==> config.mk <==
export PLATFORM = sky130hd
export DESIGN_NAME = hack_fetch
export DESIGN_NICKNAME = d
export VERILOG_FILES = /design/src/rtl/hack_pkg.sv /design/src/rtl/hack_fetch_pc.sv /design/src/rtl/hack_fetch.sv
export SDC_FILE = /design/constraint.sdc
export NUM_CORES = 1
export LEC_CHECK = 0
export ABC_AREA = 1
export BUFFER_PORTS_ARGS = -buffer_cell sky130_fd_sc_hd__buf_2
export CORE_MARGIN = 4
export CORE_UTILIZATION = 47
export CTS_CLUSTER_DIAMETER = 30
export CTS_CLUSTER_SIZE = 20
export DETAILED_ROUTE_END_ITERATION = 6
export PLACE_DENSITY = 0.81
export SLEW_MARGIN = 20
export SYNTH_ARGS = -nofsm -noshare
export SYNTH_HDL_FRONTEND = slang
export SYNTH_HIERARCHICAL = 1
export SYNTH_SLANG_ARGS = --single-unit
==> constraint.sdc <==
create_clock -name clk -period 1.76 [get_ports clk]
set_input_delay 0.088 -clock clk [delete_from_list [all_inputs] [get_ports clk]]
set_output_delay 0.088 -clock clk [all_outputs]
set_load 0.02 [all_outputs]
==> src/rtl/hack_pkg.sv <==
// Shared definitions for the Hack instruction fetch sequencer.
// Holds the sequencer state enum, the C-instruction field positions, the
// reset PC, and the jump decode helpers.
// Optional feature macro: HACK_FETCH_HALT_DETECT_EN (adds the HALT state).
package hack_pkg;

  localparam int unsigned PC_W        = 16;
  localparam int unsigned INSTR_W     = 16;
  localparam int unsigned J_GT        = 0;
  localparam int unsigned J_EQ        = 1;
  localparam int unsigned J_LT        = 2;
  localparam int unsigned C_INSTR_BIT = 15;

  localparam logic [PC_W-1:0] PC_RESET = '0;

  typedef enum logic [1:0] {
    ST_FETCH   = 2'd0,
    ST_ISSUE   = 2'd1,
    ST_RESOLVE = 2'd2
`ifdef HACK_FETCH_HALT_DETECT_EN
    , ST_HALT  = 2'd3
`endif
  } fetch_state_e;

  // A C-instruction with any jump bit set needs the ALU flags to resolve.
  function automatic logic is_jump(input logic [INSTR_W-1:0] instr);
    return instr[C_INSTR_BIT] && (instr[2:0] != 3'b000);
  endfunction

  // Jump condition from the three jump bits and the ALU flags.
  function automatic logic jump_taken(input logic [2:0] jbits,
                                      input logic       zr,
                                      input logic       ng);
    return (jbits[J_LT] & ng) | (jbits[J_EQ] & zr) | (jbits[J_GT] & ~zr & ~ng);
  endfunction

endpackage

==> src/rtl/hack_fetch_pc.sv <==
// Hack program counter: synchronous reset to PC_RESET, load has priority
// over increment, otherwise hold. 16-bit unsigned, increment wraps.
// Ports: clk, reset (sync, active-high), load, inc, in (load value),
//        out (current PC, registered).
module hack_fetch_pc
  import hack_pkg::*;
(
  input  logic            clk,
  input  logic            reset,
  input  logic            load,
  input  logic            inc,
  input  logic [PC_W-1:0] in,
  output logic [PC_W-1:0] out
);

  logic [PC_W-1:0] cnt_q;

  always_ff @(posedge clk) begin
    if (reset) begin
      cnt_q <= PC_RESET;
    end else if (load) begin
      cnt_q <= in;
    end else if (inc) begin
      cnt_q <= cnt_q + PC_W'(1);
    end
  end

  assign out = cnt_q;

endmodule

==> src/rtl/hack_fetch.sv <==
// Hack instruction fetch sequencer. Fetches from ROM with a ready handshake,
// presents each instruction to the execute stage until acked, and resolves
// jumps from zr/ng/a_reg, driving the PC counter's load/inc/in controls.
// Ports:
//   clk, reset       clock, synchronous active-high reset
//   rom_req/rom_addr fetch request and address (rom_addr = low bits of pc)
//   rom_ready/rom_data ROM response
//   instr_valid/instr/instr_ack  instruction handoff to execute
//   br_valid/zr/ng/a_reg         jump resolution inputs
//   pc               current program counter
//   halted           self-loop detected (only with HACK_FETCH_HALT_DETECT_EN)
// Macro HACK_FETCH_HALT_DETECT_EN: a taken jump to its own address parks the
// sequencer in HALT until reset; otherwise it simply refetches forever.
module hack_fetch
  import hack_pkg::*;
#(
  parameter int unsigned ROM_DEPTH_W = 16
) (
  input  logic                   clk,
  input  logic                   reset,
  output logic                   rom_req,
  output logic [ROM_DEPTH_W-1:0] rom_addr,
  input  logic                   rom_ready,
  input  logic [INSTR_W-1:0]     rom_data,
  output logic                   instr_valid,
  output logic [INSTR_W-1:0]     instr,
  input  logic                   instr_ack,
  input  logic                   br_valid,
  input  logic                   zr,
  input  logic                   ng,
  input  logic [PC_W-1:0]        a_reg,
  output logic [PC_W-1:0]        pc
`ifdef HACK_FETCH_HALT_DETECT_EN
  ,
  output logic                   halted
`endif
);

  fetch_state_e       state_q;
  logic               rom_req_q;
  logic               instr_valid_q;
  logic [INSTR_W-1:0] instr_q;
`ifdef HACK_FETCH_HALT_DETECT_EN
  logic               halted_q;
`endif

  logic taken;
  logic pc_load;
  logic pc_inc;

  // PC controls are decided on the edge that leaves ISSUE or RESOLVE.
  assign taken   = jump_taken(instr_q[2:0], zr, ng);
  assign pc_load = (state_q == ST_RESOLVE) && br_valid && taken;
  assign pc_inc  = ((state_q == ST_ISSUE) && instr_ack && !is_jump(instr_q)) ||
                   ((state_q == ST_RESOLVE) && br_valid && !taken);

  hack_fetch_pc u_pc (
    .clk   (clk),
    .reset (reset),
    .load  (pc_load),
    .inc   (pc_inc),
    .in    (a_reg),
    .out   (pc)
  );

  // Sequencer state and registered handshake outputs.
  always_ff @(posedge clk) begin
    if (reset) begin
      state_q       <= ST_FETCH;
      rom_req_q     <= 1'b0;
      instr_valid_q <= 1'b0;
      instr_q       <= '0;
`ifdef HACK_FETCH_HALT_DETECT_EN
      halted_q      <= 1'b0;
`endif
    end else begin
      case (state_q)
        ST_FETCH: begin
          rom_req_q <= 1'b1;
          // Only a response to a request we are actually presenting counts;
          // this discards stray ready in the first cycle out of reset.
          if (rom_req_q && rom_ready) begin
            instr_q       <= rom_data;
            rom_req_q     <= 1'b0;
            instr_valid_q <= 1'b1;
            state_q       <= ST_ISSUE;
          end
        end
        ST_ISSUE: begin
          if (instr_ack) begin
            instr_valid_q <= 1'b0;
            if (is_jump(instr_q)) begin
              state_q <= ST_RESOLVE;
            end else begin
              state_q   <= ST_FETCH;
              rom_req_q <= 1'b1;
            end
          end
        end
        ST_RESOLVE: begin
          if (br_valid) begin
`ifdef HACK_FETCH_HALT_DETECT_EN
            if (taken && (a_reg == pc)) begin
              state_q  <= ST_HALT;
              halted_q <= 1'b1;
            end else begin
              state_q   <= ST_FETCH;
              rom_req_q <= 1'b1;
            end
`else
            state_q   <= ST_FETCH;
            rom_req_q <= 1'b1;
`endif
          end
        end
`ifdef HACK_FETCH_HALT_DETECT_EN
        ST_HALT: begin
          rom_req_q     <= 1'b0;
          instr_valid_q <= 1'b0;
        end
`endif
        default: begin
          state_q   <= ST_FETCH;
          rom_req_q <= 1'b0;
        end
      endcase
    end
  end

  assign rom_req     = rom_req_q;
  assign rom_addr    = pc[ROM_DEPTH_W-1:0];
  assign instr_valid = instr_valid_q;
  assign instr       = instr_q;
`ifdef HACK_FETCH_HALT_DETECT_EN
  assign halted      = halted_q;
`endif

endmodule

==> results of run 1 <==
==> path summary, 6_finish.rpt <==
check | from | to | slack, ns | cells past startpoint
worst max-delay path | state_q[1]$_SDFFE_PP0P_ | u_pc/out[15]$_SDFFE_PP0P_ | 0.13 | 9
worst min-delay path | rom_data[7] | instr[7]$_SDFFE_PP0P_ | 0.04 | 3
worst max register to register | state_q[1]$_SDFFE_PP0P_ | u_pc/out[15]$_SDFFE_PP0P_ | 0.13 | 9
worst min register to register | instr[14]$_SDFFE_PP0P_ | instr[14]$_SDFFE_PP0P_ | 0.46 | 2
==> report_power, final <==
group	internal (W)	leakage [nW]	switching (W)	total (W)
Combinational	0.000406	0.892	0.000710	0.00112
Sequential	0.000938	0.293	0.000104	0.00104
Clock	0.000318	0.0445	0.000298	0.000616
Total	0.00166	1.23	0.00111	0.00278
==> what timing repair did <==
item                                    in CTS  in global routing
setup buffers                                0                  1
endpoints found under the setup margin       0                 13
resized for setup                            0                  9
hold buffers                                 0                  0
==> critical path: cells and delay by family, from the launching register on <==
family                   cells  cell delay (ns)
adder cells (fa/ha/maj)      1             0.24
AND/OR/NAND/NOR              4             0.40
AO/OA/AOI/OAI                1             0.06
flip-flops                   1             0.41
buffers and inverters        3             0.40
==> flip-flops by register name (all words and copies together), names as in the netlist <==
signal / cells
instr: 16
u_pc/out: 16
state_q: 2
instr_valid: 1
rom_req: 1
==> cells in the mapped netlist (2+ instances only) <==
master	count
nand2_1	76
dfxtp_1	36
a21oi_1	32
inv_1	32
nand3_1	20
buf_4	17
a22oi_1	10
nor2_1	10
o21ai_0	10
nor2_2	7
ha_1	6
xor2_1	5
nand2_2	4
buf_2	3
clkbuf_1	3
nand4_1	3
o21bai_1	3
buf_6	2
nand3_2	2
xnor2_1	2
==> routing by layer <==
layer | vias to the layer above | wire, um
li1 | 1077 | -
met1 | 930 | 2150
met2 | 75 | 2480
met3 | 9 | 437
met4 | 0 | 97
met5 | - | 0
==> cell type report <==
cell class	instances	area (sq um)
sequential	36	722
fill	373	1560
timing repair buffer	94	498
clock inverter	1	7.51
tap	50	62.6
inverter	33	128
clock buffer	7	86.3
multi-input combinational	197	1050
==> through the flow <==
step                TNS (ns)  cell area [sq um]
detailed placement         0               2420
floorplan                  0               2050
global placement           0               2420
finish                     0               2560
CTS                        0               2510
global route         -0.0301               2560
==> kinds of logic (layout without fill, tap and decap cells) <==
logic type,Yosys count,after routing
buffers and inverters,58,135
adder cells (fa/ha/maj),6,6
AND/OR/NAND/NOR,124,124
AO/OA/AOI/OAI,60,60
XOR/XNOR,7,7
flip-flops,36,36
==> impl_metrics.py, run 1 <==
metrics = {
    "synth": {
        "syn_nets": 336,
        "synth_async_sr_flop_share_pct": 0,
        "synth_edf_count": 0,
        "ys_seq_area_share_pct": 35.1,
        "avgSynthCellArea_sq_um": 7.05,
        "yosysWarnings": 6,
        "syn-instance-count": 291,
        "synth_compound_area_share_pct": 16.8,
        "yosysTopAreaCell": "dfxtp_1",
        "yosys_register_bits": 36,
        "synthTopCellsByArea": "dfxtp_1 35%, nand2_1 14%, a21oi_1 7.8%, buf_4 6.2%, inv_1 5.9%",
        "synth_mux_area_share_pct": 0,
        "synthSimpleGateAreaFrac_pct": 26.8,
        "synth_cell_types": 28,
        "synthFlopType": "dfxtp_1",
        "synth_top_family_by_area": "simple AND/OR/NAND/NOR gates",
        "yosys.area_share.adder_pct": 3.66,
        "netlist.area_leader.share_pct": 35.1,
        "synth_xor_area_share_pct": 2.99,
        "syn_area_sq_um": 2050,
    },
    "die": {
        "ios": 89,
        "rows": 23,
        "initial_core_util_pct": 49.9,
        "core_sq_um": 4120,
        "die_y_um": 74.1,
        "dieArea_sq_um": 5490,
        "fp.dieW_um": 74.1,
    },
    "pwr": {
        "ir_drop_mv": 0.820,
        "p_leak_nw": 1.23,
        "power.total_w": 0.00278,
        "power_density_nw_per_um2": 1090,
    },
    "sta": {
        "worst_pin_slew_ns": 0.349,
        "hold_viol": 0,
        "fin_hold_ws_ns": 0.0393,
        "fin_skew_ns": 0.0104,
        "timing.fmax_mhz": 612,
        "period_minus_slack_ns": 1.63,
        "setup_ws_ns": 0.127,
        "drv_slew": 0,
        "slew_headroom_pct": 76.7,
        "finalCritPeriodShare_pct": 92.8,
        "finalSetupViolCount": 0,
    },
    "route": {
        "vias": 2091,
        "wl_per_cell_um": 12.4,
        "wirelength_um": 5170,
        "viasPerCell": 5.00,
        "drtIter0Drc": 152,
        "dr.pass1.iters": 4,
        "drt.antenna.violating_nets": 0,
        "drc": 0,
    },
    "cells_and_area": {
        "syn2layout_area_growth_pct": 24.6,
        "layout_commonest_cell": "buf_2",
        "instances_no_fill": 418,
        "fin_util_pct": 62.1,
        "layout_common_cells": "88 x buf_2, 73 x nand2_1, 35 x dfxtp_1, 31 x inv_1, 31 x a21oi_1",
        "final_nets": 412,
        "n_antenna_cell": 0,
        "drive_above_1_share_pct": 34.0,
    },
    "global_route": {
        "met3_usage_pct": 5.00,
        "overflow": 0,
        "grt_use_total_pct": 19.3,
        "antenna_found_initial": 0,
        "grt_pass1_wl_um": 8240,
        "grt_pass1_vias": 1927,
        "grt.met2_usage_pct": 32.1,
        "grt_max_degree": 17,
        "grtUsageMet1_pct": 23.4,
        "busiest_layer": "met2",
    },
    "clock_tree": {
        "cts_inserted_buffers": 5,
        "cts_buffer_depth": 2,
        "cts.clk_slew.worst_paths_ns": 0.07,
        "cts_tree": "built",
        "cts-root-buf": "clkbuf_8",
        "htreeDepth": 2,
        "cts.sinks": 36,
        "clock_latency_ns": 0.29,
    },
    "worst_setup_path": {
        "crit_fanout": 10,
        "criticalPathCategory": "register to register",
        "worstSetupEndpointType": "register",
        "arrival_ns": 1.79,
        "cp-start-kind": "register",
        "cpPeakStageDelay_ns": 0.41,
        "crit_slowest_cell": "dfxtp_1",
        "cp_cell_sequence": "inv_1 > ha_1 > nand3_1 > nand2_2 > nand2_2 > clkinvlp_4 > buf_12 > nand3_1 > a21oi_1",
        "worstPathRequired_ns": 1.92,
    },
    "worst_hold_path": {
        "hp-class": "input port to register",
    },
    "place": {
        "hpwl_um": 3880,
        "dp_cells": 409,
        "post-place-ws_ns": 0.0933,
        "io_buffers": 88,
        "gp_congestion": 0.869,
    },
    "run_status": {
        "status": "finished, final reports clean",
    },
    "run": {
        "cap_viol_max_count": 0,
    },
}
No activity file was read; power rests on OpenSTA's default activity.
==> inputs of run 2 (changes only) <==
--- a/config.mk
+++ b/config.mk
@@ -8,13 +8,12 @@
 export ABC_AREA = 1
 export BUFFER_PORTS_ARGS = -buffer_cell sky130_fd_sc_hd__buf_2
 export CORE_MARGIN = 4
-export CORE_UTILIZATION = 47
+export CORE_UTILIZATION = 52
 export CTS_CLUSTER_DIAMETER = 30
 export CTS_CLUSTER_SIZE = 20
 export DETAILED_ROUTE_END_ITERATION = 6
-export PLACE_DENSITY = 0.81
+export PLACE_DENSITY = 0.87
 export SLEW_MARGIN = 20
 export SYNTH_ARGS = -nofsm -noshare
 export SYNTH_HDL_FRONTEND = slang
-export SYNTH_HIERARCHICAL = 1
 export SYNTH_SLANG_ARGS = --single-unit
==> constraint.sdc (replaced) <==
create_clock -name clk -period 2.1 [get_ports clk]
set_input_delay 0.105 -clock clk [delete_from_list [all_inputs] [get_ports clk]]
set_output_delay 0.105 -clock clk [all_outputs]
set_load 0.02 [all_outputs]
==> impl_metrics.py, run 2 <==
metrics = {
    "worst_setup_path": {
        "cp-start-kind": "register",
        "arrival_ns": 1.91,
        "criticalPathCategory": "register to register",
        "rr_startpoint": "state_q[0]$_SDFFE_PP0P_",
        "crit_fanout": 21,
        "worstSetupEndpointType": "register",
        "crit_start": "state_q[0]$_SDFFE_PP0P_",
        "worstPathRequired_ns": 2.28,
    },
    "route": {
        "drt.antenna.violating_nets": 0,
        "dr.pass1.iters": 4,
        "vias": 2269,
        "viasPerCell": 5.04,
        "wirelength_um": 5390,
        "drtIter0Drc": 188,
        "wl_per_cell_um": 12.0,
        "drc": 0,
    },
    "synth": {
        "syn_nets": 375,
        "ys_seq_area_share_pct": 32.9,
        "yosys.area_share.adder_pct": 2.85,
        "synthSimpleGateAreaFrac_pct": 28.5,
        "synthTopCellsByArea": "dfxtp_1 33%, nand2_1 12%, inv_1 9.1%, a21oi_1 8.0%, nand3_1 7.5%",
        "yosys_register_bits": 36,
        "synth_xor_area_share_pct": 0.799,
        "syn_area_sq_um": 2190,
        "synth_compound_area_share_pct": 16.9,
        "synth_async_sr_flop_share_pct": 0,
        "synth_edf_count": 0,
        "synth.most_common_cell": "nand2_1",
        "netlist.area_leader.share_pct": 32.9,
        "synth_cell_types": 28,
        "yosysWarnings": 0,
        "yosysTopAreaCell": "dfxtp_1",
        "avgSynthCellArea_sq_um": 6.63,
        "synth_top_family_by_area": "simple AND/OR/NAND/NOR gates",
        "syn-instance-count": 331,
        "synth_commonest_cells": "70 x nand2_1, 53 x inv_1, 36 x dfxtp_1, 35 x a21oi_1, 33 x nand3_1",
        "synth_mux_area_share_pct": 0,
        "synthFlopType": "dfxtp_1",
    },
    "sta": {
        "finalCritPeriodShare_pct": 82.6,
        "slew_headroom_pct": 59.9,
        "period_minus_slack_ns": 1.74,
        "worst_pin_slew_ns": 0.601,
        "fin_skew_ns": 0.00857,
        "finalSetupViolCount": 0,
        "grt_setup_unrepaired": "no",
        "finalSetupTns_ns": 0,
        "setup_ws_ns": 0.365,
        "hold_viol": 0,
        "timing.fmax_mhz": 576,
        "drv_slew": 0,
    },
    "cells_and_area": {
        "postLayoutCellArea_sq_um": 2600,
        "syn2layout_area_growth_pct": 18.7,
        "layout_common_cells": "88 x buf_2, 70 x nand2_1, 53 x inv_1, 36 x dfxtp_1, 35 x a21oi_1",
        "n_antenna_cell": 0,
        "layout_commonest_cell": "buf_2",
        "instances_no_fill": 450,
        "final_nets": 443,
        "drive_above_1_share_pct": 28.5,
        "fin_util_pct": 64.6,
    },
    "die": {
        "rows": 23,
        "ios": 89,
        "dieArea_sq_um": 5320,
        "core_sq_um": 4030,
        "die_y_um": 72.9,
        "fp.dieW_um": 72.9,
        "initial_core_util_pct": 54.4,
    },
    "clock_tree": {
        "cts_tree": "built",
        "holdBufCountCts": 0,
        "cts_resized": 0,
        "cts_setup_buffers": 0,
        "cts-root-buf": "clkbuf_8",
        "clock_latency_ns": 0.29,
        "cts_inserted_buffers": 5,
        "cts_buffer_depth": 2,
        "htreeDepth": 2,
        "cts.clk_slew.worst_paths_ns": 0.08,
        "cts.sinks": 36,
    },
    "place": {
        "gp_congestion": 0.838,
        "dp_cells": 442,
        "post-place-ws_ns": 0.382,
        "hpwl_um": 4070,
        "io_buffers": 88,
        "placed_cell_area_sq_um": 2510,
    },
    "run_status": {
        "status": "finished, final reports clean",
    },
    "global_route": {
        "grt_max_degree": 33,
        "grt_pass1_vias": 2102,
        "grt_use_total_pct": 21.9,
        "grt_pass1_wl_um": 9300,
        "overflow": 0,
        "antenna_found_initial": 0,
    },
    "pwr": {
        "p_leak_nw": 1.32,
        "ir_drop_mv": 0.656,
        "power_density_nw_per_um2": 1030,
    },
    "worst_hold_path": {
        "hp-class": "input port to register",
        "min_from": "rom_data[12]",
    },
    "run": {
        "cap_viol_max_count": 0,
    },
}
[run 2: changes by cell type after synthesis, sizes merged, moves of 3 or more]
cell | before | now
nand2 | 80 | 77
o21bai | 4 | 0
xor2 | 5 | 2
o21ai | 11 | 32
inv | 33 | 54
nand3 | 22 | 34
a22oi | 10 | 0
[run 2: per-stage QoR]
stage	total power, W	hold WS [ns]
final	0.00268	0.0847
after detailed placement	0.00219	0.394
after floorplan	0.00192	0.174
after global routing	0.00291	0.0954
after global placement	0.00214	0.377
after CTS	0.00270	0.0859
[run 2: worst max-delay path, stage by stage (launching register included)]
cell and delay, ns:
dfxtp_1 0.39, inv_1 0.08, ha_1 0.21, nand2_1 0.13
inv_2 0.14, nand2_2 0.34, o21ai_0 0.15, o21ai_1 0.10
a21oi_1 0.08
[run 2: routing by layer]
layer	wire length, um	GRT usage, %	vias to the layer above
met3	476	5.79	11
met2	2560	36.4	93
met4	89	7.38	0
met5	0	0	-
met1	2260	27.3	989
li1	-	-	1176
[run 2: cells by family after synthesis]
logic type | Yosys count
fa+ha+maj | 5
flops | 36
compound gates | 72
buf+inv | 82
simple gates | 134
xor+xnor | 2
[run 2: worst paths after layout]
check / to / slack, ns / depth (start not counted)
worst max-delay path: u_pc.out[2]$_SDFFE_PP0P_ / 0.36 / 8
worst min-delay path: instr[12]$_SDFFE_PP0P_ / 0.08 / 3
worst max register to register: u_pc.out[2]$_SDFFE_PP0P_ / 0.36 / 8
worst min register to register: instr[11]$_SDFFE_PP0P_ / 0.44 / 2
[run 2: area by class of cell]
| class | instances | area (sq um) |
|---|---|---|
| sequential | 36 | 721 |
| clock inverter | 3 | 23.8 |
| fill | 393 | 1430 |
| inverter | 54 | 203 |
| clock buffer | 5 | 68.8 |
| tap | 50 | 62.6 |
| multi-input combinational | 213 | 1080 |
| timing repair buffer | 89 | 448 |
[run 2: power breakdown]
| part | switching, W | leakage (nW) | internal (W) |
|---|---|---|---|
| registers | 0.000143 | 0.294 | 0.000841 |
| clock network | 0.000274 | 0.0404 | 0.000235 |
| logic | 0.000786 | 0.988 | 0.000404 |
| total | 0.00120 | 1.32 | 0.00148 |
